[src/rtl/kuznechik_inv_l.sv]
// kuznechik_inv_l: iterative inverse of the Kuznechik linear layer L (16 x R^-1).
// Define KUZ_INV_L_DUAL_ROUND_EN to chain two R^-1 per cycle (8-cycle RUN phase).
module kuznechik_inv_l (
  input  logic         clk,
  input  logic         rst_n,
  input  logic         in_valid,
  output logic         in_ready,
  input  logic [127:0] in_data,
  output logic         out_valid,
  input  logic         out_ready,
  output logic [127:0] out_data,
  output logic         busy
);

  localparam logic [1:0] IDLE = 2'd0;
  localparam logic [1:0] RUN  = 2'd1;
  localparam logic [1:0] DONE = 2'd2;

`ifdef KUZ_INV_L_DUAL_ROUND_EN
  localparam logic [3:0] LAST_CNT = 4'd7;
`else
  localparam logic [3:0] LAST_CNT = 4'd15;
`endif

  // c_0..c_14; c_15 is 1, so the last byte is recovered by a plain XOR
  localparam logic [7:0] COEF [15] = '{
    8'h94, 8'h20, 8'h85, 8'h10, 8'hC2, 8'hC0, 8'h01, 8'hFB,
    8'h01, 8'hC0, 8'hC2, 8'h10, 8'h85, 8'h20, 8'h94
  };

  function automatic logic [7:0] gf_mul(input logic [7:0] a, input logic [7:0] b);
    logic [7:0] p;
    logic [7:0] x;
    p = 8'h00;
    x = a;
    for (int k = 0; k < 8; k++) begin
      if (b[k]) p = p ^ x;
      x = {x[6:0], 1'b0} ^ (x[7] ? 8'hC3 : 8'h00);
    end
    return p;
  endfunction

  function automatic logic [127:0] r_inv(input logic [127:0] b);
    logic [7:0] t;
    t = b[7:0];
    for (int i = 0; i < 15; i++) t = t ^ gf_mul(COEF[i], b[8*i+8 +: 8]);
    return {t, b[127:8]};
  endfunction

  logic [1:0]   fsm_reg, fsm_next;
  logic [3:0]   cnt_reg, cnt_next;
  logic [127:0] state_reg, state_next;
  logic [127:0] round1, round_next;
  logic         load;

  assign round1 = r_inv(state_reg);
`ifdef KUZ_INV_L_DUAL_ROUND_EN
  assign round_next = r_inv(round1);
`else
  assign round_next = round1;
`endif

  assign in_ready  = (fsm_reg == IDLE) || ((fsm_reg == DONE) && out_ready);
  assign out_valid = (fsm_reg == DONE);
  assign busy      = (fsm_reg == RUN);
  assign out_data  = state_reg;
  assign load      = in_valid && in_ready;

  always_comb begin
    fsm_next   = fsm_reg;
    cnt_next   = cnt_reg;
    state_next = state_reg;
    case (fsm_reg)
      IDLE: begin
        if (load) begin
          state_next = in_data;
          cnt_next   = 4'd0;
          fsm_next   = RUN;
        end
      end
      RUN: begin
        state_next = round_next;
        if (cnt_reg == LAST_CNT) begin
          cnt_next = 4'd0;
          fsm_next = DONE;
        end else begin
          cnt_next = cnt_reg + 4'd1;
        end
      end
      DONE: begin
        // retiring the result and accepting the next block share one edge
        if (load) begin
          state_next = in_data;
          cnt_next   = 4'd0;
          fsm_next   = RUN;
        end else if (out_ready) begin
          fsm_next = IDLE;
        end
      end
      default: begin
        fsm_next = IDLE;
        cnt_next = 4'd0;
      end
    endcase
  end

  always_ff @(posedge clk or negedge rst_n) begin
    if (!rst_n) begin
      fsm_reg   <= IDLE;
      cnt_reg   <= 4'd0;
      state_reg <= 128'd0;
    end else begin
      fsm_reg   <= fsm_next;
      cnt_reg   <= cnt_next;
      state_reg <= state_next;
    end
  end

endmodule

[config.mk]
export PLATFORM = sky130hd
export DESIGN_NAME = kuznechik_inv_l
export DESIGN_NICKNAME = d
export VERILOG_FILES = /design/src/rtl/kuznechik_inv_l.sv
export SDC_FILE = /design/constraint.sdc
export NUM_CORES = 1
export LEC_CHECK = 0
export ABC_AREA = 1
export CELL_PAD_IN_SITES_DETAIL_PLACEMENT = 0
export CELL_PAD_IN_SITES_GLOBAL_PLACEMENT = 1
export CORE_ASPECT_RATIO = 0.9
export CORE_MARGIN = 2
export CORE_UTILIZATION = 38
export CTS_CLUSTER_SIZE = 40
export DETAILED_ROUTE_END_ITERATION = 7
export PLACE_DENSITY = 0.95
export SYNTH_ARGS = -nofsm -noshare
export SYNTH_HDL_FRONTEND = slang
export SYNTH_SLANG_ARGS = --single-unit
[constraint.sdc]
create_clock -name clk -period 2.7 [get_ports clk]
set_input_delay 0.81 -clock clk [delete_from_list [all_inputs] [get_ports clk]]
set_output_delay 0.81 -clock clk [all_outputs]
set_load 0.01 [all_outputs]
Word-level counts from Yosys, hierarchy flattened
Index checks and enable logic that the tools add are counted.
- $add $sub $neg: 1
- multipliers: 0
- divide/modulo/power cells: 0
- order comparisons: 0
- equal/unequal tests: 7
- shift operators: 0
- multiplexer cells: 130
- bitwise operators: 120
- reductions and logical operators: 8
- operators with widths (kind ; number):
    $mux W8 ; 64
    $pmux W128 S2 ; 1
    $mux W7 ; 31
    $mux W128 ; 1
    $xor A8 B8 Y8 ; 15
    $not A6 Y6 ; 16
    $not A5 Y5 ; 18
    $not A4 Y4 ; 21
    $not A3 Y3 ; 24
    $mux W6 ; 11
    $mux W5 ; 6
    $not A1 Y1 const A ; 24
    $mux W4 ; 4
    $not A7 Y7 ; 2
    $mux W2 ; 6
    $pmux W4 S2 ; 1
    $mux W3 ; 2
    $pmux W2 S3 ; 1
    $add A4 B1 Y4 const B ; 1
    $eq A4 B4 Y1 const B ; 1
    $ne A2 B1 Y1 const B ; 2
    $ne A3 B1 Y1 const B ; 1
    $reduce_and A3 Y1 ; 1
    $eq A2 B1 Y1 const B ; 1
    other kinds (9) ; 11
- bits in registers: 134
- latch bits: 0
- RAM bits: 0
- bits in read-only memories: 0
- bits of input ports: 132
- output and inout port bits: 131
- word-level logic and storage cells: 269
- memories kept: 0

Longest topological paths before layout
Gate-level depths: netlist of the first run.
- word-level depth: 31
- mapped depth: 21
- mapped depth without buffers: 21

Least setup slack after synthesis of the first run
OpenSTA, ideal clock, no wires.
- path type: input -> register
- start: input out_ready
- end: register state_reg[100], in the netlist out_data[100]
- library setup time: 141 ps
- arrival time: 1782 ps
- required time: 2559 ps
- setup slack: 777 ps
- stages on the path: 7
- path buffers: 2
- path through: nor2_1 -> nor2_1 -> nand2_1 -> nand2_1 -> buf_2 -> buf_1 -> a31oi_1
- word-level cells in the longest chain between the ends: 5
- RTL lines (element ; RTL line ; text):
    start: declaration ; 10 ; input logic out_ready,
    $logic_and A1 B1 Y1 ; 63 ; assign in_ready = (fsm_reg == IDLE) || ((fsm_reg == DONE) && out_ready);
    $logic_or A1 B1 Y1 ; 63 ;
    via in_ready ; 7 ; output logic in_ready,
    $logic_and A1 B1 Y1 ; 67 ; assign load = in_valid && in_ready;
    $ne A2 B1 Y1 (no source line) ; -- ;
    $reduce_and A2 Y1 (no source line) ; -- ;
    end signal: assignment ; 115 ; state_reg <= state_next;
    end: declaration ; 52 ; logic [127:0] state_reg, state_next;
The timed path passes the listed nets, and every way through them passes these cells.
A chain may end at the register's enable or synchronous reset.

Worst setup path after layout of the first run
- start: register state_reg[51], in the netlist out_data[51]
- end: output out_data[51]
- RTL lines (element ; RTL line ; text):
    end: declaration ; 11 ; output logic [127:0] out_data,
No word-level cell between the ends.

==> results of run 1 <==
[per-layer routing]
metal  part of all wire, %  GRT usage, %  wire, um  vias to the layer above
met5                     0             0         0                        -
met4                   1.7          6.39       640                        0
met3                   7.5          4.92      2880                       42
met2                    46          42.1     17500                      414
met1                    45          36.0     17200                     5259
li1                      -             -         -                     5563
[Yosys cell counts, drive strengths merged]
cell	instances	area [um^2]
clkbuf	39	155
a22o	1	8.76
xor2	92	892
nand3b	13	97.6
a31oi	72	450
nand2	676	2560
inv	176	661
o211ai	46	345
or2	5	31.3
nand4	6	37.5
nand3	90	450
ha	1	12.5
o22ai	1	6.26
a21o	3	22.5
xnor2	75	724
nor2	108	405
o21ai	54	270
a21oi	2	10.0
buf	50	283
dfrtp	134	3350
[final cells by class]
cell class / count / area, um^2 / area share, %
clock buffers: 18 / 439 / 3.07
clock inverters: 14 / 174 / 1.22
inverters: 176 / 661 / 4.62
multi-input cells: 1245 / 6340 / 44.3
flip-flops and latches: 134 / 3360 / 23.5
well taps: 360 / 450 / 3.15
repair buffers: 282 / 2890 / 20.2
[cells in the final DEF, fill, tap and decap left out, drive strengths merged]
cell,netlist,layout
a21o,3,3
a21oi,2,2
a22o,1,1
a31oi,72,72
buf,50,21
bufinv,0,3
clkbuf,39,18
clkdlybuf4s50,0,260
clkinv,0,7
clkinvlp,0,1
dfrtp,134,134
dlygate4sd2,0,1
ha,1,1
inv,176,179
nand2,676,676
nand3,90,90
nand3b,13,13
nand4,6,6
nor2,108,108
o211ai,46,46
o21ai,54,54
o22ai,1,1
or2,5,5
xnor2,75,75
xor2,92,92
[final timing paths]
path	startpoint	end	slack, ns
max in group asynchronous	rst_n	out_data[22]	1.66
worst max-delay path	out_data[51]	out_data[51]	0.14
worst min-delay path	rst_n	out_data[110]	0.42
worst min register to register	cnt_reg[1]	cnt_reg[1]	0.55
min in group clk	cnt_reg[1]	cnt_reg[1]	0.55
worst max register to register	out_data[39]	out_data[126]	0.20
[worst register-to-register path, delay by kind of cell, from the launching register on]
kind | cells | cell delay (ns)
and+or+nand+nor | 14 | 1.25
DFF | 1 | 0.58
xor gates and xnor gates | 1 | 0.51
buffers and inverters | 1 | 0.06
[per-stage QoR]
step | instances | util (%)
finish | 2229 | 51.2
floorplan | 1644 | -
detailed placement | 2197 | 49.0
global route | 2229 | 51.2
CTS | 2229 | 51.2
global placement | 2197 | 49.0
[cells by family after synthesis]
| family | Yosys count | synth area share, % |
|---|---|---|
| AOI/OAI and AO/OA | 179 | 10.3 |
| xor gates and xnor gates | 167 | 15.0 |
| adders and majority gates | 1 | 0.116 |
| buffers and inverters | 265 | 10.2 |
| DFF | 134 | 31.1 |
| and+or+nand+nor | 898 | 33.3 |
==> impl_metrics.toml, run 1 <==
[outcome]
status = "finished clean"

[clocking]
htreeDepth = 4
worstSkewPairLatency_ns = 0.43
clk_pin_slew_ns = 0.07
cts_buffers = 17
post_cts_buffers = 0
clock_tree.root_cell = "clkbuf_16"
cts_buffer_depth = 2
cts.sinks = 134
ctsResizeCount = 1
cts_tree = "built"
postCtsHoldBufs = 0

[timing]
hold_viol = 0
tns_ns = 0
min_period_ns = 2.56
timing.fmax_mhz = 390
setup_viol = 0
worst_slew_pin_slew_ns = 0.834
setup_ws_ns = 0.136
skew_ns = 0.00732
slew_violations = 0
grt_setup_unrepaired = "false"
slew-limit-headroom_pct = 44.4
timing.hold.ws_ns = 0.417
fin_crit_sh_pct = 95.0

[finish]
finalNetCount = 1989
n_fill_cell = 2722
largest_reg_flops = 128
drive_above_1_share_pct = 5.14
diodes = 0
stdcell_area_um2 = 14300
synthToLayoutAreaGrowth_pct = 32.7

[die]
core_area_um2 = 27900
num_io_pins = 263
dieArea_um2 = 29700
fp.dieH_um = 164
die_w_um = 182
initial_utilization_pct = 38.6
rows = 58

[critical_path]
end_kind = "primary output"
crit_required_ns = 1.89
r2r_cells = 16
crit_buf_inv = 1
start_kind = "flip-flop"
slowest_stage = "dfrtp_1"
worstPathCellList = "clkdlybuf4s50_1"
crit_type = "flip-flop to primary output"
critical_path_depth = 1
critPathTopFamily = "flip-flops"
cp_slowest_stage_delay_ns = 0.67
crit_arrival_ns = 1.75
cp_max_fo = 8

[synth]
synth_area_um2 = 10800
synth.avg_cell_area_um2 = 6.56
syn-num-nets = 1777
yosys_warnings = 0
postSynthCellCount = 1644
ys_seq_elements = 134
synth.distinct_cells = 33
ys_seq_area_share_pct = 31.1

[detailed_routing]
drc = 0
ant_nets = 0
drt_iter0_drc = 960
vias = 11300
viasPerCell = 5.06
routedWlPerCell_um = 17.2
drt_pass1_iterations = 5
drt-total-wl_mm = 38.3

[grt]
antenna_found_initial = 0
grt_pass1_vias = 10600
grtUsageTotal_pct = 26.0
grt_start_max_net_pins = 185
grt_overflow_total = 0
grt_pass1_wl_mm = 59.2

[placement]
placed_area_um2 = 13700
dp_slack_ns = -0.123
io_buffers = 262
gp_congestion = 0.889
place_hpwl_mm = 29.4

[job]
cap_violations = 0

[worst_hold_path]
hold_path_class = "input pin to asynchronous set/reset pin"
Power of run 1 is left out: the tool's default activity adds up to more than one toggle a clock period on the data nets, which glitch-free logic cannot reach.
==> run 2: changes to the inputs <==
clock period = 3 ns   (was 2.7 ns; I/O delays follow)
==> run 2 against run 1 <==
First-iteration DRC count decreased by 2.5%. Sequential share of layout area up 0.19 points. Die area unchanged. Largest cell class unchanged. Register-to-register slack better by 0.30 ns. Critical path depth up 3. Flip-flop and latch count unchanged. Clock skew increased by 0.0043 ns.
==> impl_metrics.toml, run 2 (synthesis gave the netlist of run 1 again) <==
[detailed_routing]
viasPerCell = 5.05
ant_nets = 0
dr_wl_met3_mm = 2.69
drt_pass1_iterations = 5
drt_iter0_drc = 936
routedWlPerCell_um = 17.1
drt-total-wl_mm = 38.0
highest_layer = "met4"
drc = 0
wl_met2_mm = 16.8
vias = 11200
wl_met1_mm = 17.5

[timing]
setup_ws_ns = 0.266
slew_violations = 0
timing.fmax_mhz = 366
slew-limit-headroom_pct = 46.0
min_period_ns = 2.73
fin_crit_sh_pct = 91.1
grt_setup_unrepaired = "false"
worst_slew_pin_slew_ns = 0.810
setup_viol = 0
skew_ns = 0.0117
hold_viol = 0

[critical_path]
slowest_stage = "clkdlybuf4s50_1"
r2r_cells = 16
cp_slowest_stage_delay_ns = 0.47
end_kind = "primary output"
start_kind = "input pin"
critical_path_depth = 4
critPathTopFamily = "buffers and inverters"
cp_max_fo = 2
crit_buf_inv = 2
crit_type = "input pin to primary output"
crit_required_ns = 2.10
crit_arrival_ns = 1.83
worstPathCellList = "clkdlybuf4s50_1 -> nor2_1 -> nor2_1 -> dlygate4sd2_1"
cp_common_cell = "nor2_1"

[finish]
mostFrequentLayoutCells = "666 x nand2_1, 260 x clkdlybuf4s50_1, 161 x inv_1"
seq_area_um2 = 3360
largest_reg_flops = 128
final_common_cell = "nand2_1"
final_cells = 2221
synthToLayoutAreaGrowth_pct = 31.6
finalNetCount = 1980
multi_input_area_um2 = 6340
drive_above_1_share_pct = 4.62
n_fill_cell = 2783

[clocking]
cts_buffer_depth = 2
cts_tree = "built"
clock_tree.root_cell = "clkbuf_16"
htreeDepth = 4
postCtsHoldBufs = 0
clk_pin_slew_ns = 0.06
cts_buffers = 17
cts.sinks = 134
worstSkewPairLatency_ns = 0.44

[placement]
place_hpwl_mm = 29.0
io_buffers = 262
dp_slack_ns = -0.00626
placed_cells = 2188
gp_congestion = 0.906

[die]
rows = 58
num_io_pins = 263
initial_utilization_pct = 38.6
fp.dieH_um = 164
dieArea_um2 = 29700
die_w_um = 182
core_area_um2 = 27900

[grt]
grt_overflow_total = 0
antenna_found_initial = 1
grt_start_max_net_pins = 185
grt_pass1_wl_mm = 58.3
grtUsageTotal_pct = 25.6
grt_pass1_vias = 10200

[job]
cap_violations = 0

[outcome]
status = "finished clean"

[worst_hold_path]
hold_path_class = "input pin to asynchronous set/reset pin"
## run 2: changes by cell type in the layout (fill, tap and decap cells not counted)
cell        before  now
diode_2          0    1
clkinv_2         3    1
clkinvlp_4       1    4
buf_12           9    5
inv_6            3    4
buf_4           11    6
clkbuf_1         0    1
clkinv_4         4    1
## run 2: final cells by class
| cell class | instances | share of cell area, % |
|---|---|---|
| multi-input combinational | 1245 | 44.7 |
| sequential | 134 | 23.7 |
| timing repair buffer | 273 | 19.5 |
| inverter | 176 | 4.66 |
| tap | 360 | 3.17 |
| clock buffer | 19 | 3.12 |
| clock inverter | 13 | 1.19 |
| antenna | 1 | 0.0176 |
## run 2: worst paths after layout
| kind | endpoint | slack, ns | start |
|---|---|---|---|
| max | in_ready | 0.27 | out_ready |
| min | out_data[96] | 0.44 | rst_n |
| max reg2reg | out_data[126] | 0.50 | out_data[39] |
| min reg2reg | cnt_reg[1] | 0.54 | cnt_reg[1] |
| max in group asynchronous | out_data[40] | 1.82 | rst_n |
| min in group clk | cnt_reg[1] | 0.54 | cnt_reg[1] |
## run 2: layer usage
layer  track usage, %  vias up
met3             4.48       61
met1             36.6     5238
met2             39.1      391
li1                 -     5529
met4             8.80        0
met5                0        -
## run 2: repair_timing
action / in CTS / in global routing
setup endpoints to repair: 1 / 0
setup buffers: 0 / 0
gates resized for setup: 1 / 0
## run 2: through the flow
| stage | hold WS (ns) | utilization, % | setup TNS [ns] | instance area, um^2 |
|---|---|---|---|---|
| floorplan | 0.492 | - | 0 | 10800 |
| global placement | 0.516 | 48.6 | -0.00113 | 13600 |
| detailed placement | 0.518 | 48.6 | -0.00626 | 13600 |
| CTS | 0.473 | 50.8 | 0 | 14200 |
| global route | 0.497 | 50.8 | 0 | 14200 |
| finish | 0.444 | 50.8 | 0 | 14200 |
Power of run 2 is left out for the same reason.
